### src/rtl/csr_pkg.sv
// csr_pkg: definitions shared between the SPI command sequencer and the
// CSR register file.
//   - CSR_ADDR_W   : default CSR address width
//   - CMD_*        : bit positions and codes within the SPI command byte
//   - seq_state_t  : sequencer FSM state encoding
//   - status_byte(): MISO status byte presented while idle
package csr_pkg;

   localparam int CSR_ADDR_W = 4;

   // Command byte: [7]=write, [6]=auto-increment, [5:4]=11 clears err,
   // [3:0]=start address.
   localparam int         CMD_WR_BIT = 7;
   localparam int         CMD_AI_BIT = 6;
   localparam int         CMD_CLR_HI = 5;
   localparam int         CMD_CLR_LO = 4;
   localparam logic [1:0] CMD_CLR    = 2'b11;

   typedef enum logic [2:0] {
      ST_IDLE,
      ST_CMD,
      ST_WR_DATA,
      ST_RD_ISSUE,
      ST_RD_CAPTURE,
      ST_RD_HOLD,
      ST_ABORT
   } seq_state_t;

   // {err, busy_at_entry, 2'b00, frame_cnt[3:0]}; busy_at_entry is always 0
   // because the byte is only loaded while idle.
   function automatic logic [7:0] status_byte(input logic err, input logic [3:0] cnt_lo);
      return {err, 1'b0, 2'b00, cnt_lo};
   endfunction

endpackage

### src/rtl/gap_timer.sv
// gap_timer: 8-bit inter-byte gap counter.
//   sys_clk, rst : clock, synchronous active-low reset
//   clr          : restart the count from zero (wins over en)
//   en           : count this cycle
//   tc           : high in the cycle whose count step reaches TC
module gap_timer #(
   parameter int TC = 255
) (
   input  logic sys_clk,
   input  logic rst,
   input  logic clr,
   input  logic en,
   output logic tc
);

   logic [7:0] cnt;

   always_ff @(posedge sys_clk) begin
      if (!rst)
         cnt <= '0;
      else if (clr)
         cnt <= '0;
      else if (en && cnt != 8'(TC))
         cnt <= cnt + 8'd1;
   end

   // Flag the step that lands on TC so the owner can react on that same edge.
   assign tc = en && (cnt == 8'(TC - 1));

endmodule

### src/rtl/spi_cmd_sequencer.sv
// spi_cmd_sequencer: turns SPI frames (command byte + data bytes) into
// single-cycle CSR write/read strobes and stages MISO bytes.
//   sys_clk, rst       : clock, synchronous active-low reset
//   ss                 : SPI select (active low, synchronised)
//   rx_byte, rx_rdy    : received byte and its one-cycle valid pulse
//   tx_latch           : slave has taken tx_byte
//   tx_byte            : next MISO byte (status while idle, read data otherwise)
//   csr_addr/wdata/we  : CSR write port
//   csr_re, csr_rdata  : CSR read strobe, data valid the cycle after the strobe
//   busy, err          : not idle, sticky error (byte-gap timeout)
//   frame_cnt          : error-free completed frames, wraps
module spi_cmd_sequencer
   import csr_pkg::*;
#(
   parameter int ADDR_W      = CSR_ADDR_W,
   parameter int TIMEOUT_CYC = 255
) (
   input  logic              sys_clk,
   input  logic              rst,
   input  logic              ss,
   input  logic [7:0]        rx_byte,
   input  logic              rx_rdy,
   input  logic              tx_latch,
   output logic [7:0]        tx_byte,
   output logic [ADDR_W-1:0] csr_addr,
   output logic [7:0]        csr_wdata,
   output logic              csr_we,
   output logic              csr_re,
   input  logic [7:0]        csr_rdata,
   output logic              busy,
   output logic              err,
   output logic [7:0]        frame_cnt
);

   seq_state_t state;
   logic       need_release;  // block frames until ss has been seen high
   logic       ai;
   logic       cmd_rcvd;      // command byte arrived in this frame
   logic       tmo;

   // Held clear while idle so every frame starts its gap count from zero.
   gap_timer #(.TC(TIMEOUT_CYC)) u_gap (
      .sys_clk (sys_clk),
      .rst     (rst),
      .clr     (rx_rdy || state == ST_IDLE),
      .en      (!ss && state != ST_IDLE && state != ST_ABORT),
      .tc      (tmo)
   );

   assign busy = (state != ST_IDLE);

   always_ff @(posedge sys_clk) begin
      if (!rst) begin
         state        <= ST_IDLE;
         need_release <= 1'b1;
         ai           <= 1'b0;
         cmd_rcvd     <= 1'b0;
         tx_byte      <= 8'h00;
         csr_addr     <= '0;
         csr_wdata    <= 8'h00;
         csr_we       <= 1'b0;
         csr_re       <= 1'b0;
         err          <= 1'b0;
         frame_cnt    <= 8'h00;
      end else begin
         csr_we <= 1'b0;
         csr_re <= 1'b0;
         if (state == ST_IDLE) begin
            tx_byte  <= status_byte(err, frame_cnt[3:0]);
            cmd_rcvd <= 1'b0;
            if (ss)
               need_release <= 1'b0;
            else if (!need_release)
               state <= ST_CMD;
         end else if (ss) begin
            // Frame end beats any byte or latch arriving in the same cycle.
            state        <= ST_IDLE;
            need_release <= 1'b0;
            if (state != ST_ABORT && cmd_rcvd)
               frame_cnt <= frame_cnt + 8'd1;
         end else if (tmo) begin
            err   <= 1'b1;
            state <= ST_ABORT;
         end else begin
            case (state)
               ST_CMD: begin
                  if (rx_rdy) begin
                     ai       <= rx_byte[CMD_AI_BIT];
                     csr_addr <= ADDR_W'(rx_byte[3:0]);
                     cmd_rcvd <= 1'b1;
                     if (rx_byte[CMD_CLR_HI:CMD_CLR_LO] == CMD_CLR)
                        err <= 1'b0;
                     state <= rx_byte[CMD_WR_BIT] ? ST_WR_DATA : ST_RD_ISSUE;
                  end
               end
               ST_WR_DATA: begin
                  csr_we <= rx_rdy;
                  if (rx_rdy)
                     csr_wdata <= rx_byte;
                  // Advance once the strobe has been presented with the old address.
                  if (csr_we && ai)
                     csr_addr <= csr_addr + ADDR_W'(1);
               end
               ST_RD_ISSUE: begin
                  csr_re <= 1'b1;
                  state  <= ST_RD_CAPTURE;
               end
               ST_RD_CAPTURE: begin
                  // First cycle here carries the strobe; data lands on the next.
                  if (!csr_re) begin
                     tx_byte <= csr_rdata;
                     state   <= ST_RD_HOLD;
                  end
               end
               ST_RD_HOLD: begin
                  if (tx_latch) begin
                     if (ai)
                        csr_addr <= csr_addr + ADDR_W'(1);
                     state <= ST_RD_ISSUE;
                  end
               end
               ST_ABORT: ;
               default: state <= ST_IDLE;
            endcase
         end
      end
   end

endmodule

### config.mk
export PLATFORM = sky130hd
export DESIGN_NAME = spi_cmd_sequencer
export DESIGN_NICKNAME = d
export VERILOG_FILES = /design/src/rtl/csr_pkg.sv /design/src/rtl/gap_timer.sv /design/src/rtl/spi_cmd_sequencer.sv
export SDC_FILE = /design/constraint.sdc
export NUM_CORES = 1
export LEC_CHECK = 0
export ABC_AREA = 1
export BUFFER_PORTS_ARGS = -buffer_cell sky130_fd_sc_hd__buf_2
export CAP_MARGIN = 15
export CELL_PAD_IN_SITES_DETAIL_PLACEMENT = 1
export CELL_PAD_IN_SITES_GLOBAL_PLACEMENT = 1
export CORE_UTILIZATION = 39
export CTS_BUF_LIST = sky130_fd_sc_hd__clkbuf_4 sky130_fd_sc_hd__clkbuf_8
export DETAILED_ROUTE_END_ITERATION = 6
export PLACE_DENSITY = 0.8
export RECOVER_POWER = 100
export SLEW_MARGIN = 20
export SYNTH_ARGS = -nofsm -noshare
export SYNTH_HDL_FRONTEND = slang
export SYNTH_SLANG_ARGS = --single-unit
### constraint.sdc
create_clock -name sys_clk -period 2.1 [get_ports sys_clk]
set_clock_uncertainty 0.15 [all_clocks]
set_input_delay 0.105 -clock sys_clk [delete_from_list [all_inputs] [get_ports sys_clk]]
set_output_delay 0.105 -clock sys_clk [all_outputs]
set_load 0.02 [all_outputs]
==> impl_metrics.csv <==
group,metric,value,unit
floorplan,die_w,78.41,um
setup_path,endpoint_kind,"flip-flop",
floorplan,start_util,40.85,%
floorplan,core,0.005574,mm2
setup_path,rr_endpoint,"state[1]$_SDFFE_PN0P_",
yosys,syn_nets,344,
floorplan,rows,27,
timing,layout_worst_path_cycle_share,89.24,%
yosys,synth-main-ff-cell,"dfxtp_1",
cells_and_area,antennaDiodeCount,0,
setup_path,worstSetupPathType,"flip-flop to flip-flop",
power,cellPowerDensity,876.2,mW/mm2
setup_path,slowest_delay,0.43,ns
yosys,postSynthCellCount,319,
timing,report.final.slew_viol_count,0,
setup_path,r2r_start,"state[0]$_SDFFE_PN0P_",
setup_path,crit_top_cell,"nor2_1",
setup_path,path_depth,9,
cts,root_buffer,"clkbuf_8",
yosys,yosys.area_share.xor_xnor,1.538,%
cts,cts_buffers,5,
yosys,synth-edff-count,0,
floorplan,io_pins,53,
timing,setup_tns,0,ns
cts,cts_max_level,2,
cts,clk_latency,0.30,ns
setup_path,critical_path.n_buffers_inverters,0,
grt,grt_pass1_vias,2328,
power,ir_drop,405.5,uV
yosys,synth-async-reset-ratio,0,%
setup_path,rrSetupSlack,0.23,ns
cells_and_area,area_delta_synth_final,23.19,%
yosys,yosysTopAreaCell,"dfxtp_1",
setup_path,rr_worst_depth,9,
detailed_routing,routed-via-count,2344,
yosys,synth_mux_area_share,0,%
cells_and_area,drive_gt1_share,13.30,%
grt,grt_max_degree,18,
timing,rsz0062_at_grt,"no",
cells_and_area,multi_input_area,0.001182,mm2
detailed_routing,first_iter_violations,65,
setup_path,crit_slowest_cell,"dfxtp_1",
detailed_routing,wire_per_inst,13.58,um
timing,min_period,1.874,ns
cts,cts.sinks,45,
timing,setup_viol,0,
yosys,netlist_area,0.002277,mm2
run_status,status,"complete, no violations",
place,hpwl,4.744,mm
yosys,yosysWarnings,0,
yosys,avgSynthCellArea,7.139,um2
cells_and_area,fin_util,50.33,%
cts,cts-resized-gates,0,
cts,clockBufferDepth,2,
detailed_routing,drc_errors,0,
timing,hold_viol_final,0,
yosys,synth_common_cells,"nand2_1 (71), nor2_1 (47), dfxtp_1 (45)",
job,maxCapViolCount,0,
detailed_routing,drt_pass1_iterations,4,
cells_and_area,nets,415,
grt,gr-total-overflow,0,
timing,worst_slew_pin_slew,0.3831,ns
yosys,synth_cell_types,32,
timing,maxSlewHeadroom,74.46,%
cells_and_area,regArea,900.9,um2
place,gp_congestion,0.8335,
detailed_routing,vias_per_cell,5.063,
power,power_leakage,1.133,nW
setup_path,crit_end,"state[1]$_SDFFE_PN0P_",
yosys,synthSimpleGateAreaFrac,35.88,%
cts,clkTransAtPathRegs,0.09,ns
cts,post-cts-setup-buffers,0,
setup_path,arrival,1.93,ns
yosys,synthMostInstantiatedCell,"nand2_1",
floorplan,die_h,78.41,um
place,io_buffers,52,
cts,cts_tree,"yes",
grt,antenna_found_initial,0,
setup_path,critPathTopFamily,"simple AND/OR/NAND/NOR gates",
setup_path,path_max_fanout,9,
timing,fmax,0.5336,GHz
yosys,ys_seq_area_share,39.56,%
setup_path,worstPathCellList,"nor2_1 -> nand2_4 -> nand2_4 -> nor2_1 -> nand2_4 -> nand3_1 -> nand3_1 -> nor2_1 -> nor2_1",
grt,grtUsageTotal,21.97,%
min_path,hold_class,"input pin to flip-flop",
floorplan,dieArea,0.006148,mm2
cells_and_area,layoutNonFillerInstCount,463,
detailed_routing,wirelength,6.286,mm
yosys,synth_top_family_by_area,"simple AND/OR/NAND/NOR gates",
yosys,synth_compound_area_share,13.63,%
grt,grt_pass1_wl,10.59,mm
detailed_routing,ant_nets,0,
setup_path,cp-startpoint,"state[0]$_SDFFE_PN0P_",
yosys,synthAdderAreaFrac,2.198,%
place,dpl.cell_count,442,
cells_and_area,fillCellCount,771,
setup_path,startpoint_type,"flip-flop",
setup_path,worstPathRequired,2.16,ns
yosys,synth.area.top_cells,"dfxtp_1 (40%), nand2_1 (12%), nor2_1 (7.7%)",
yosys,synth_top_area_share,39.56,%
yosys,ys_seq_elements,45,
cts,ctsHoldBuffers,13,
## metal layers
layer | up-vias | part of all wire (%) | global-route usage (%)
li1 | 1183 | - | -
met1 | 1109 | 45 | 25.98
met2 | 46 | 50 | 39.91
met3 | 6 | 3.4 | 4.419
met4 | 0 | 1.3 | 6.111
met5 | - | 0 | 0
## cells in the final DEF, fill, tap and decap left out, types with 2 or more instances in the layout
cell type and instances:
ha_1 4, inv_1 29, nand2_1 71, xnor2_1 3, nand2_4 4, o21a_1 2
clkbuf_1 31, nor2_1 50, inv_2 8, dfxtp_1 45, clkbuf_8 5, nor3_1 8
buf_4 3, nand3_1 16, nand4_1 11, a21oi_1 21, nand4_4 2, dlygate4sd3_1 13
o21ai_0 21, buf_2 21, a211oi_1 2, nor2_4 2, a31oi_1 6
## where the power goes
group	switching [mW]	leakage [nW]	internal (mW)	total, mW
Clock	0.320	0.0543	0.356	0.676
Sequential	0.0654	0.364	0.922	0.987
Combinational	0.559	0.715	0.235	0.794
## cells by family after synthesis
family,Yosys count
and+or+nand+nor,169
AOI/OAI and AO/OA,55
DFF,45
buffers and inverters,42
xor gates and xnor gates,4
adders and majority gates,4
## final cells by class
type                       count  share of cell area [%]
sequential                    45                   32.11
clock buffer                   5                   2.453
inverter                      38                   5.085
multi-input combinational    232                   42.15
timing repair buffer          68                   13.34
clock inverter                 3                   1.650
tap                           72                   3.211
## flip-flops by register name (all words and copies together) (netlist names)
| name | flops |
|---|---|
| csr_we | 1 |
| tx_byte | 8 |
| csr_addr | 4 |
| ai | 1 |
| frame_cnt | 8 |
| csr_re | 1 |
| need_release | 1 |
| csr_wdata | 8 |
| u_gap.cnt | 8 |
| cmd_rcvd | 1 |
| err | 1 |
| state | 3 |
## through the flow
step / hold slack (ns) / area (um2) / setup slack, ns / total power, mW
finish: 0.009935 / 2805 / 0.2260 / 2.458
detailed placement: 0.2375 / 2629 / 0.3351 / 1.826
global route: 0.04720 / 2805 / 0.04531 / 2.620
global placement: 0.2339 / 2629 / 0.3684 / 1.803
CTS: 0.009042 / 2874 / 0.2915 / 2.526
floorplan: 0.09071 / 2277 / 0.5608 / 1.591
## tightest hold or removal path: cells and delay by family
family	cells	cell delay [ns]
buf+inv	1	0.10
compound gates	1	0.06
simple gates	3	0.16
## how the worst min path moves through the flow
stage                             from                   endpoint  depth (start not counted)
final                     csr_rdata[3]    tx_byte[3]$_SDFFE_PN0P_                          5
after global routing      csr_rdata[1]    tx_byte[1]$_SDFFE_PN0P_                          5
after CTS                 csr_rdata[3]    tx_byte[3]$_SDFFE_PN0P_                          5
after detailed placement    rx_byte[2]  csr_wdata[2]$_SDFFE_PN0P_                          3
after global placement    csr_rdata[5]    tx_byte[5]$_SDFFE_PP0P_                          3
after floorplan                    rst   csr_addr[0]$_SDFFE_PN0P_                          2
(Power assumes the default switching activity.)
